File: src/rtl/apb_pkg.sv
// apb_pkg: shared widths, FSM state encoding and queued-command layout for the APB request sequencer
package apb_pkg;
  localparam int ADDR_W = 4;
  localparam int DATA_W = 16;
  typedef enum logic {IDLE, WAIT} state_t;
  typedef struct packed {
    logic              write;
    logic [ADDR_W-1:0] addr;
    logic [DATA_W-1:0] wdata;
  } cmd_t;
endpackage

File: src/rtl/apb_cmd_fifo.sv
// apb_cmd_fifo: power-of-two command queue without bypass
// Ports: clk, rst_n (sync, active-low); push/din write the tail; pop advances the head,
// dout shows the head; full/empty/count report occupancy.
module apb_cmd_fifo
  import apb_pkg::*;
#(
  parameter int DEPTH = 4
) (
  input  logic                     clk,
  input  logic                     rst_n,
  input  logic                     push,
  input  logic                     pop,
  input  cmd_t                     din,
  output cmd_t                     dout,
  output logic                     full,
  output logic                     empty,
  output logic [$clog2(DEPTH):0]   count
);
  localparam int AW = $clog2(DEPTH);
  localparam int CW = AW + 1;
  cmd_t mem [DEPTH];
  logic [AW-1:0] wptr, rptr;
  logic do_push, do_pop;
  assign full    = count == CW'(DEPTH);
  assign empty   = count == '0;
  assign do_push = push && !full;
  assign do_pop  = pop && !empty;
  assign dout    = mem[rptr];
  always_ff @(posedge clk)
    if (do_push) mem[wptr] <= din;
  always_ff @(posedge clk) begin
    if (!rst_n) begin
      wptr  <= '0;
      rptr  <= '0;
      count <= '0;
    end else begin
      if (do_push) wptr <= wptr + 1'b1;
      if (do_pop) rptr <= rptr + 1'b1;
      if (do_push && !do_pop) count <= count + 1'b1;
      else if (do_pop && !do_push) count <= count - 1'b1;
    end
  end
endmodule

File: src/rtl/apb_req_sequencer.sv
// apb_req_sequencer: queues upstream commands and launches them one at a time on an APB master
// Ports: clk, rst_n (sync, active-low); cmd_valid/cmd_ready/cmd_write/cmd_addr/cmd_wdata upstream
// command handshake; start/addr/data/write launch a transfer; xfer_done/rdata report completion;
// rsp_valid/rsp_addr/rsp_data return read results; busy = queued or in flight; err = sticky timeout.
module apb_req_sequencer
  import apb_pkg::*;
#(
  parameter int DEPTH   = 4,
  parameter int TIMEOUT = 16
) (
  input  logic              clk,
  input  logic              rst_n,
  input  logic              cmd_valid,
  output logic              cmd_ready,
  input  logic              cmd_write,
  input  logic [ADDR_W-1:0] cmd_addr,
  input  logic [DATA_W-1:0] cmd_wdata,
  output logic              start,
  output logic [ADDR_W-1:0] addr,
  output logic [DATA_W-1:0] data,
  output logic              write,
  input  logic              xfer_done,
  input  logic [DATA_W-1:0] rdata,
  output logic              rsp_valid,
  output logic [ADDR_W-1:0] rsp_addr,
  output logic [DATA_W-1:0] rsp_data,
  output logic              busy,
  output logic              err
);
  localparam int WW = $clog2(TIMEOUT + 1);
  state_t state, state_n;
  cmd_t head, cmd_in;
  logic [$clog2(DEPTH):0] count;
  logic full, empty, push, pop, done, tmo;
  logic [WW-1:0] wcnt;
  assign cmd_in    = {cmd_write, cmd_addr, cmd_wdata};
  assign cmd_ready = !full;
  assign push      = cmd_valid && cmd_ready;
  assign busy      = (state == WAIT) || !empty;
  apb_cmd_fifo #(.DEPTH(DEPTH)) u_fifo (
    .clk   (clk),
    .rst_n (rst_n),
    .push  (push),
    .pop   (pop),
    .din   (cmd_in),
    .dout  (head),
    .full  (full),
    .empty (empty),
    .count (count)
  );
  // A completion during the launch cycle belongs to no transfer we issued, so it is ignored.
  always_comb begin
    done    = (state == WAIT) && xfer_done && !start;
    tmo     = (state == WAIT) && !done && (wcnt == WW'(TIMEOUT - 1));
    pop     = (state == IDLE) && !empty;
    state_n = pop ? WAIT : (done || tmo) ? IDLE : state;
  end
  always_ff @(posedge clk) begin
    if (!rst_n) state <= IDLE;
    else state <= state_n;
  end
  always_ff @(posedge clk) begin
    if (!rst_n) begin
      start     <= 1'b0;
      addr      <= '0;
      data      <= '0;
      write     <= 1'b0;
      wcnt      <= '0;
      rsp_valid <= 1'b0;
      rsp_addr  <= '0;
      rsp_data  <= '0;
      err       <= 1'b0;
    end else begin
      start     <= pop;
      rsp_valid <= done && !write;
      if (pop) begin
        addr  <= head.addr;
        data  <= head.wdata;
        write <= head.write;
      end
      wcnt <= pop ? '0 : (state == WAIT && !done) ? wcnt + 1'b1 : wcnt;
      if (done && !write) begin
        rsp_addr <= addr;
        rsp_data <= rdata;
      end
      if (tmo) err <= 1'b1;
    end
  end
endmodule

File: config.mk
export PLATFORM = sky130hd
export DESIGN_NAME = apb_req_sequencer
export DESIGN_NICKNAME = d
export VERILOG_FILES = /design/src/rtl/apb_pkg.sv /design/src/rtl/apb_cmd_fifo.sv /design/src/rtl/apb_req_sequencer.sv
export SDC_FILE = /design/constraint.sdc
export NUM_CORES = 1
export LEC_CHECK = 0
export BUFFER_PORTS_ARGS = -buffer_cell sky130_fd_sc_hd__buf_2
export CORE_ASPECT_RATIO = 0.9
export CORE_MARGIN = 10
export CORE_UTILIZATION = 30
export CTS_BUF_LIST = sky130_fd_sc_hd__clkbuf_16
export DETAILED_ROUTE_END_ITERATION = 7
export PLACE_DENSITY = 0.48
export SYNTH_ARGS = -nofsm -noshare
export SYNTH_HDL_FRONTEND = slang
export SYNTH_SLANG_ARGS = --single-unit
File: constraint.sdc
create_clock -name clk -period 3.54 [get_ports clk]
set_input_delay 0.354 -clock clk [delete_from_list [all_inputs] [get_ports clk]]
set_output_delay 0.354 -clock clk [all_outputs]
set_load 0.03 [all_outputs]
== Word-level counts from Yosys, hierarchy flattened ==
Memory sizes are Yosys's and may differ from the RTL's. A register that Yosys moved wholly into a read port is not among the register bits.
Index checks and enable logic that the tools add are counted.
Cells by class
  add/subtract/negate cells: 5
  equality and inequality tests: 2
  mux-type cells: 6
  bitwise operators: 2
  reductions and logical operators: 25
Operator list (number)
  $logic_and 1x1->1: 11
  $logic_not 1->1: 8
  $mux 3: 2
  $add 5x1->5 const B: 1
  $eq 5x4->1 const B: 1
  $add 2x1->2 const B: 2
  $mux 1: 4
  $reduce_bool 2->1: 2
  $add 3x1->3 const B: 1
  $eq 3x3->1 const B: 1
  $logic_not 3->1: 1
  $sub 3x1->3 const B: 1
  $logic_or 1x1->1: 2
  $not 1->1: 2
  $reduce_or 2->1: 1
Word-level totals
  bits in registers: 36
  memory bits (writable): 84
  logic and storage cells: 51
  memories kept: 1
Memory list
  u_fifo.mem: depth 4, width 21, read ports 1, clocked after memory_dff 1, write ports 1, RTL line apb_cmd_fifo.sv:21  | cmd_t mem [DEPTH];

== Longest topological paths before layout ==
Gate-level depths: netlist (run 1).
  word-level depth: 8
  gate-level depth with buffers: 8

== Hierarchy ==
Synthesis (run 1) repeated with hierarchy kept, for this count alone.
Unflattened totals
  cell total of the unflattened synthesis: 383
  area, all modules: 5501.5 um2
By module, submodules not included
  apb_cmd_fifo: instances 1, cells each 157, area each 3517.1 um2, sequential area each 2702.6 um2
  apb_req_sequencer: instances 1, cells each 226, area each 1984.4 um2, sequential area each 1001.0 um2

== Least setup slack after synthesis (run 1) ==
OpenSTA, ideal clock, no wires.
  kind: reg2reg
  start point: reg u_fifo.count[0]
  end point: reg u_fifo.count[2]
  library setup time: 70 ps
  arrival time: 1943 ps
  required time: 3470 ps
  slack: 1527 ps
  cell stages (with the launch flop): 9
  path buffers: 0
  period minus slack after synthesis: 2013 ps
  path through: dfxtp_1 -> nor3_4 -> or2_2 -> ha_1 -> inv_1 -> fa_1 -> xor2_1 -> or3_1 -> a21oi_1
Between the ends
  word-level cells in the longest chain between the ends: 7
  elaborated cells on any way between the ends: 17
  those cells by class: add/sub (2); eq/ne (1); mux (2); reduce/logical (12)
RTL lines
  start: declaration: RTL line apb_cmd_fifo.sv:17  | output logic [$clog2(DEPTH):0] count
  start signal: assignment: RTL line apb_cmd_fifo.sv:39  | if (do_push && !do_pop) count <= count + 1'b1;
  start signal: assignment: RTL line apb_cmd_fifo.sv:40  | else if (do_pop && !do_push) count <= count - 1'b1;
  parallel branches: the longest is 7 deep, another holds $sub 3x1->3
Parallel ways; which one is timed is not known. The select of a mux whose other input is x is not followed.
A chain may end at the register's enable or synchronous reset.

== Worst setup path in the final report (run 1) ==
Same ends and word-level chain as after synthesis.

==> results_dict.tcl, run 1 <==
set metrics [dict create \
    grt.overflow.total 0 \
    status "finished, final reports clean" \
    avgViaCountPerCell 4.64 \
    cts_tree "yes" \
    syn_area_um2 5170 \
    initial_core_util_pct 30.6 \
    min_path_cells 1 \
    ys.flop_type "edfxtp_1" \
    synth_cells 335 \
    synthTopCellsByArea "edfxtp_1, dfxtp_1, mux4_2" \
    hold_class "input pin to flip-flop" \
    synthArstFlopShare_pct 0 \
    rr_startpoint "u_fifo.count[0]" \
    fin_tns_setup_ps 0 \
    row_count 45 \
    max_slew_margin_pct 35.8 \
    stdcell_count 654 \
    grt_max_degree 33 \
    holdPathEnd "u_fifo.mem[3][12]" \
    drive_gt1_share_pct 33.2 \
    fp.dieW_um 158 \
    irDropWorstVdd_mv 0.382 \
    vias 3034 \
    die_area_um2 22900 \
    gp_congestion 0.745 \
    htree_levels 4 \
    finalCritPeriodShare_pct 63.5 \
    portBuffers 86 \
    max_freq_mhz 445 \
    grt_antenna_before_repair 0 \
    clockBufferDepth 2 \
    cap_viol_max_count 0 \
    start_kind "flip-flop" \
    grt_pass1_wl_mm 17.8 \
    clock_skew_ps 15.3 \
    critPathKind "flip-flop to flip-flop" \
    setup_violations 0 \
    diodes 0 \
    wl_mm 11.8 \
    ff2ff_path_depth 8 \
    clk_pin_slew_ps 60 \
    tightest_slew_ps 963 \
    crit_arrival_ps 2570 \
    hold_buffers 0 \
    p_leak_uw 0.00240 \
    wl_per_cell_um 18.0 \
    first_global_vias 3132 \
    synth_area_per_cell_um2 15.4 \
    min_from "cmd_wdata[12]" \
    path_max_fanout 9 \
    synth-edff-count 84 \
    area_growth_pct 24.1 \
    synthDistinctLibCells 35 \
    cts.sinks 141 \
    required_ps 3860 \
    ctsResizeCount 0 \
    core_um2 16900 \
    rsz0062_at_grt "false" \
    final_nets 479 \
    yosys.area.top_type_share_pct 48.8 \
    synth_fp_nets 384 \
    antenna_left 0 \
    slew_viol_final 0 \
    fin_crit_ps 2250 \
    worstReg2RegEnd "u_fifo.count[2]" \
    io_pins 87 \
    cts_setup_buffers 0 \
    ys_seq_area_share_pct 70.9 \
    rrSetupSlack_ps 1290 \
    die_y_um 145 \
    root_buffer "clkbuf_16" \
    drc 0 \
    dpl.hpwl_mm 7.43 \
    yosysTopAreaCell "edfxtp_1" \
    drt_iter0_drc 153 \
    synth-seq-cells 141 \
    yosysWarnings 0 \
    dp_cells 622 \
    end_kind "flip-flop" \
    cts_buffers 17 \
    hold_viol 0 \
    drtPass1Iterations 5 \
    track_usage_pct 10.6 \
    powerDensity_nw_per_um2 836 \
    clk_latency_ps 420 \
]
-- kinds of logic after synthesis --
| family | synth area share (%) |
|---|---|
| flip-flops | 70.9 |
| AND/OR/NAND/NOR | 6.61 |
| AO/OA/AOI/OAI | 8.11 |
| buffers and inverters | 2.64 |
| multiplexers | 9.34 |
| adder cells (fa/ha/maj) | 2.08 |
| XOR/XNOR | 0.339 |
-- how the worst max path moves through the flow --
stage	from	depth (start not counted)	to
2_1_floorplan	u_fifo.count[0]	8	u_fifo.count[2]
3_3_place_gp	rst_n	5	data[10]
3_5_place_dp	rst_n	5	data[13]
4_1_cts	u_fifo.count[0]	8	u_fifo.count[2]
5_1_grt	u_fifo.count[0]	8	u_fifo.count[2]
6_report	u_fifo.count[0]	8	u_fifo.count[2]
-- synthesized netlist by cell type (all sizes together) (2+ instances only) --
| cell | count |
|---|---|
| inv | 10 |
| or3 | 3 |
| buf | 12 |
| a22o | 21 |
| clkbuf | 5 |
| ha | 7 |
| xor2 | 2 |
| nor3 | 2 |
| or4 | 4 |
| dfxtp | 57 |
| o21ai | 8 |
| edfxtp | 84 |
| mux4 | 21 |
| nor2 | 5 |
| o31ai | 3 |
| and3 | 5 |
| a21oi | 30 |
| nand2 | 41 |
| nand3 | 4 |
-- placed cells by master (no fill, tap or decap), types with 2 or more instances in the layout --
cell type / instances
mux4_2: 21
ha_1: 7
nand2_1: 41
o31ai_1: 3
nor2_1: 5
bufinv_16: 3
a22o_1: 21
edfxtp_1: 84
or4_1: 4
inv_1: 11
clkbuf_16: 17
and3_1: 5
nand3_1: 4
xor2_1: 2
buf_2: 86
clkinv_1: 3
inv_2: 2
clkinvlp_4: 2
o21ai_0: 8
a21oi_1: 30
buf_4: 7
dfxtp_1: 56
or3_1: 3
clkinv_4: 2
-- worst max-delay path, stage by stage, from the launching register on --
cell and delay [ps]:
dfxtp_1 370, nor3_4 340, or2_2 190, ha_1 180, inv_1 60, fa_1 370
xor2_1 180, or3_1 310, a21oi_1 160
-- flip-flops by register name, summed over array words and instances (netlist names) --
signal and cells:
u_fifo.mem 84, data 16, rsp_data 16, wcnt 5, addr 4, rsp_addr 4
u_fifo.count 3, u_fifo.rptr 2, u_fifo.wptr 2, err 1, rsp_valid 1, start 1
state 1, write 1
-- final cells by class --
cell class	count	area, um2
fill	1597	10500
tap	211	264
clock buffer	17	425
clock inverter	15	159
inverter	10	37.5
sequential	141	3660
multi-input combinational	167	1380
timing repair buffer	93	483
-- per-stage QoR --
step / power [uW] / util [%] / area [um2] / setup slack, ps / hold WS [ps]
floorplan: 3250 / - / 5170 / 1530 / 449
global placement: 3670 / 34.5 / 5830 / 1310 / 438
detailed placement: 3680 / 34.5 / 5830 / 1210 / 445
CTS: 5450 / 38.0 / 6410 / 1280 / 125
global route: 5640 / 38.0 / 6410 / 1140 / 131
finish: 5360 / 38.0 / 6410 / 1290 / 143
-- report_power, final --
part / switching (uW) / internal [uW]
logic: 809 / 540
clock network: 647 / 1090
registers: 265 / 2010
total: 1720 / 3640
-- metal layers --
layer | wire length [um] | share of wire, % | track usage, %
met2 | 5190 | 44 | 16.3
met4 | 142 | 1.2 | 3.95
met1 | 5280 | 45 | 12.7
met5 | 0 | 0 | 0
met3 | 1150 | 9.8 | 4.84
No activity file was read; power rests on OpenSTA's default activity.
==> run 2, diff against run 1 <==
- clock period: 3.54 -> 2.3 ns (I/O delays scaled with it)
==> results_dict.tcl, run 2 (same netlist as run 1, synthesis figures left out) <==
set metrics [dict create \
    nFillCells 1593 \
    gp_congestion 0.773 \
    crit_arrival_ps 2390 \
    finalCritPeriodShare_pct 89.0 \
    final_cell_mix "buf_2, edfxtp_1, dfxtp_1" \
    pwr-share-clk_pct 31.3 \
    path_max_fanout 4 \
    grt_antenna_before_repair 0 \
    largest_reg_flops 84 \
    top_regs "u_fifo.mem x84, data x16, rsp_data x16" \
    root_buffer "clkbuf_16" \
    p_leak_uw 0.00243 \
    p_sw_uw 2750 \
    antenna_left 0 \
    slew_viol_final 0 \
    wl_mm 11.6 \
    fin_crit_ps 2050 \
    fp.dieW_um 158 \
    grt_max_degree 32 \
    rsz0062_at_grt "false" \
    crit_chain "nor3b_1 -> nor2_1 -> ha_1 -> inv_1 -> fa_1 -> xor2_1 -> or3_1 -> a21oi_1" \
    clk_pin_slew_ps 60 \
    dpl.hpwl_mm 7.63 \
    hold_viol 0 \
    internal_power_uw 5530 \
    critPathBufInv 1 \
    die_y_um 145 \
    grt.overflow.total 0 \
    avgViaCountPerCell 4.74 \
    drc 0 \
    ctsResizeCount 0 \
    ff2ff_path_depth 8 \
    setup_slack_ps 254 \
    max_freq_mhz 489 \
    cts_tree "yes" \
    max_slew_margin_pct 45.0 \
    slowest_delay_ps 450 \
    cp-startpoint "u_fifo.count[0]" \
    tightest_slew_ps 821 \
    area_growth_pct 25.2 \
    vias 3132 \
    hold_class "input pin to flip-flop" \
    setup_violations 0 \
    worstReg2RegEnd "u_fifo.count[2]" \
    powerDensity_nw_per_um2 1280 \
    cp.depth 8 \
    comb_power_share_pct 28.1 \
    status "finished, final reports clean" \
    crit_path_top_delay_cell "dfxtp_1" \
    top_register "u_fifo.mem" \
    critPathCapture "u_fifo.count[2]" \
    dp_cells 628 \
    die_area_um2 22900 \
    clk_latency_ps 420 \
    rr_startpoint "u_fifo.count[0]" \
    track_usage_pct 10.6 \
    critPathKind "flip-flop to flip-flop" \
    portBuffers 86 \
    start_kind "flip-flop" \
    end_kind "flip-flop" \
    clockBufferDepth 2 \
    core_um2 16900 \
    critical_path.top_delay_family "simple AND/OR/NAND/NOR gates" \
    first_global_vias 3269 \
    cts_buffers 17 \
    final_nets 486 \
    drt_iter0_drc 209 \
    fin_tns_setup_ps 0 \
    final_common_cell "buf_2" \
    rrSetupSlack_ps 250 \
    htree_levels 4 \
    seq_power_share_pct 40.5 \
    clock_skew_ps 13.9 \
    initial_core_util_pct 30.6 \
    cts.sinks 141 \
    place_ws_ps 89.4 \
    wl_per_cell_um 17.6 \
    required_ps 2640 \
    io_pins 87 \
    diodes 0 \
    stdcell_count 661 \
    cts_setup_buffers 0 \
    switching_share_pct 33.2 \
    drtPass1Iterations 4 \
    drive_gt1_share_pct 35.3 \
    cap_viol_max_count 0 \
    row_count 45 \
    irDropWorstVdd_mv 0.602 \
    grt_pass1_wl_mm 18.1 \
    hold_buffers 0 \
]
run 2: cell types whose count changed in the layout (fill, tap and decap cells not counted), sizes merged:
cell      delta
buf          +7
bufinv       -2
clkinvlp     +1
inv          +1
run 2: how the worst min path moves through the flow:
stage,from,cells past startpoint,slack [ps],end
floorplan,cmd_wdata[0],0,330,u_fifo.mem[0][0]
global placement,rsp_data[15],2,440,rsp_data[15]
detailed placement,rsp_data[15],2,450,rsp_data[15]
CTS,cmd_wdata[4],1,10,u_fifo.mem[0][4]
global route,cmd_wdata[10],1,6,u_fifo.mem[2][10]
finish,cmd_wdata[11],1,30,u_fifo.mem[3][11]
run 2: worst reg2reg max path, cell delays in order (launching register included):
cell and delay [ps]:
dfxtp_1 450, nor3b_1 130, nor2_1 130, ha_1 190
inv_1 60, fa_1 380, xor2_1 180, or3_1 310
a21oi_1 140
run 2: routing by layer:
metal | vias to the layer above | global-route usage, % | share of wire [%]
li1 | 1496 | - | -
met1 | 1531 | 13.4 | 46
met2 | 97 | 16.0 | 45
met3 | 8 | 4.57 | 7.5
met4 | 0 | 3.51 | 0.83
met5 | - | 0 | 0
run 2: area by class of cell:
cell class / count / area, um2 / share of cell area, %
Clock inverter: 15 / 138 / 2.13
Multi-Input combinational cell: 167 / 1380 / 21.3
Sequential cell: 141 / 3660 / 56.6
Clock buffer: 17 / 425 / 6.58
Timing Repair Buffer: 100 / 561 / 8.66
Inverter: 10 / 37.5 / 0.580
Tap cell: 211 / 264 / 4.08
run 2: metrics by stage:
stage                     hold slack, ps  area [um2]  utilization [%]  total power [uW]
after floorplan                      329        5170                -              5010
after global placement               439        5900             34.9              5730
after detailed placement             447        5900             34.9              5770
after CTS                           10.8        6460             38.3              8380
after global routing                5.99        6470             38.3              8740
final                               28.1        6470             38.3              8280
run 2: power groups by stage:
stage               clock network (uW)  logic [uW]  registers [uW]
finish                            2600        2330            3350
global route                      2800        2530            3420
CTS                               2650        2370            3360
detailed placement                   0        2350            3410
global placement                     0        2330            3400
floorplan                            0        1250            3760
==> run 3, diff against run 2 <==
==> constraint.sdc (replaced) <==
create_clock -name clk -period 2.3 [get_ports clk]
set_input_delay 0.115 -clock clk [delete_from_list [all_inputs] [get_ports clk]]
set_output_delay 0.115 -clock clk [all_outputs]
set_load 0.03 [all_outputs]
==> results_dict.tcl, run 3 (same netlist as run 1, synthesis figures left out) <==
set metrics [dict create \
    status "finished, final reports clean" \
    comb_power_share_pct 28.7 \
    setup_violations 0 \
    irDropWorstVdd_mv 0.748 \
    portBuffers 86 \
    track_usage_pct 10.9 \
    wl_per_cell_um 17.1 \
    clockBufferDepth 2 \
    cts_tree "yes" \
    crit_arrival_ps 2450 \
    fin_crit_ps 2120 \
    holdPathEnd "wcnt[4]" \
    finalCritPeriodShare_pct 92.0 \
    rr_startpoint "u_fifo.count[0]" \
    switching_share_pct 33.0 \
    pwr-share-clk_pct 30.8 \
    row_count 45 \
    crit_path_top_delay_cell "dfxtp_1" \
    top_regs "u_fifo.mem x84, data x16, rsp_data x16" \
    drtPass1Iterations 4 \
    seq_power_share_pct 40.5 \
    root_buffer "clkbuf_16" \
    max_slew_margin_pct 56.7 \
    drt_iter0_drc 200 \
    rsz0062_at_grt "false" \
    dpl.hpwl_mm 7.50 \
    initial_core_util_pct 30.6 \
    path_max_fanout 4 \
    critPathKind "flip-flop to flip-flop" \
    drive_gt1_share_pct 31.6 \
    final_common_cell "buf_2" \
    slew_viol_final 0 \
    antenna_left 0 \
    slowest_delay_ps 460 \
    required_ps 2640 \
    vias 3251 \
    area_growth_pct 31.9 \
    min_path_cells 3 \
    largest_reg_flops 84 \
    clk_pin_slew_ps 60 \
    internal_power_uw 5520 \
    end_kind "flip-flop" \
    hold_class "input pin to flip-flop" \
    grt.overflow.total 0 \
    powerDensity_nw_per_um2 1210 \
    crit_chain "nor3b_1 -> nor2_1 -> ha_1 -> inv_1 -> fa_1 -> xor2_1 -> or3_1 -> a21oi_1" \
    wl_mm 11.9 \
    final_cell_mix "buf_2, edfxtp_1, dfxtp_1" \
    p_leak_uw 0.00257 \
    diodes 0 \
    grt_max_degree 32 \
    grt_antenna_before_repair 0 \
    fin_tns_setup_ps 0 \
    clk_latency_ps 420 \
    drc 0 \
    gp_congestion 0.769 \
    core_um2 16900 \
    final_nets 523 \
    rrSetupSlack_ps 180 \
    p_sw_uw 2720 \
    max_freq_mhz 473 \
    top_register "u_fifo.mem" \
    die_area_um2 22900 \
    ff2ff_path_depth 8 \
    start_kind "flip-flop" \
    die_y_um 145 \
    io_pins 87 \
    tightest_slew_ps 643 \
    first_global_vias 3458 \
    cts.sinks 141 \
    min_from "xfer_done" \
    fp.dieW_um 158 \
    clock_skew_ps 12.5 \
    htree_levels 4 \
    hold_viol 0 \
    avgViaCountPerCell 4.66 \
    hold_ws_ps 136 \
    cts_buffers 17 \
    cap_viol_max_count 0 \
    grt_pass1_wl_mm 19.0 \
    worstReg2RegEnd "u_fifo.count[2]" \
]
run 3: per-stage QoR:
step / setup WS [ps] / std cells / power, uW / utilization [%] / area, um2
finish: 185 / 698 / 8240 / 40.4 / 6820
global route: 51.6 / 698 / 8720 / 40.4 / 6820
CTS: 15.5 / 697 / 8360 / 40.3 / 6810
detailed placement: 26.5 / 627 / 5730 / 34.8 / 5880
global placement: 170 / 627 / 5690 / 34.8 / 5880
floorplan: 287 / 335 / 5010 / - / 5170
run 3: per-layer routing:
layer / vias to the layer above / track usage (%) / share of wire [%]
met5: - / 0 / 0
met4: 0 / 4.63 / 0.92
met3: 8 / 4.10 / 7.5
met2: 92 / 16.9 / 45
met1: 1590 / 13.5 / 47
li1: 1561 / - / -
run 3: area by class of cell:
type                            instances  area [um2]
Timing Repair Buffer                  137         921
Clock buffer                           17         425
Multi-Input combinational cell        167        1380
Clock inverter                         15         125
Tap cell                              211         264
Inverter                               10        37.5
Sequential cell                       141        3660
Fill cell                            1576       10100
run 3: what timing repair did:
action,in CTS,in global routing
hold buffers,38,0
hold endpoints to repair,101,0
resized for setup,0,0
endpoints found under the setup margin,0,1
setup buffers,0,1
run 3: how the worst max path moves through the flow:
stage                         start              end  slack [ps]  cells after the start
floorplan           u_fifo.count[0]  u_fifo.count[2]         290                      8
global placement    u_fifo.count[0]  u_fifo.count[2]         170                      8
detailed placement  u_fifo.count[0]  u_fifo.count[2]          30                      8
CTS                 u_fifo.count[0]  u_fifo.count[2]          20                      8
global route        u_fifo.count[0]  u_fifo.count[2]          50                      8
finish              u_fifo.count[0]  u_fifo.count[2]         180                      8
run 3: power groups by stage:
stage                     registers, uW  clock network, uW  logic [uW]
after floorplan                    3760                  0        1250
after global placement             3370                  0        2320
after detailed placement           3390                  0        2340
after CTS                          3340               2620        2400
after global routing               3400               2740        2580
final                              3340               2540        2370
run 3: critical path: cells and delay by family, from the launching register on:
family	cells	cell delay (ps)
simple gates	3	590
buf+inv	1	70
fa+ha+maj	2	600
xor+xnor	1	180
flops	1	460
compound gates	1	150
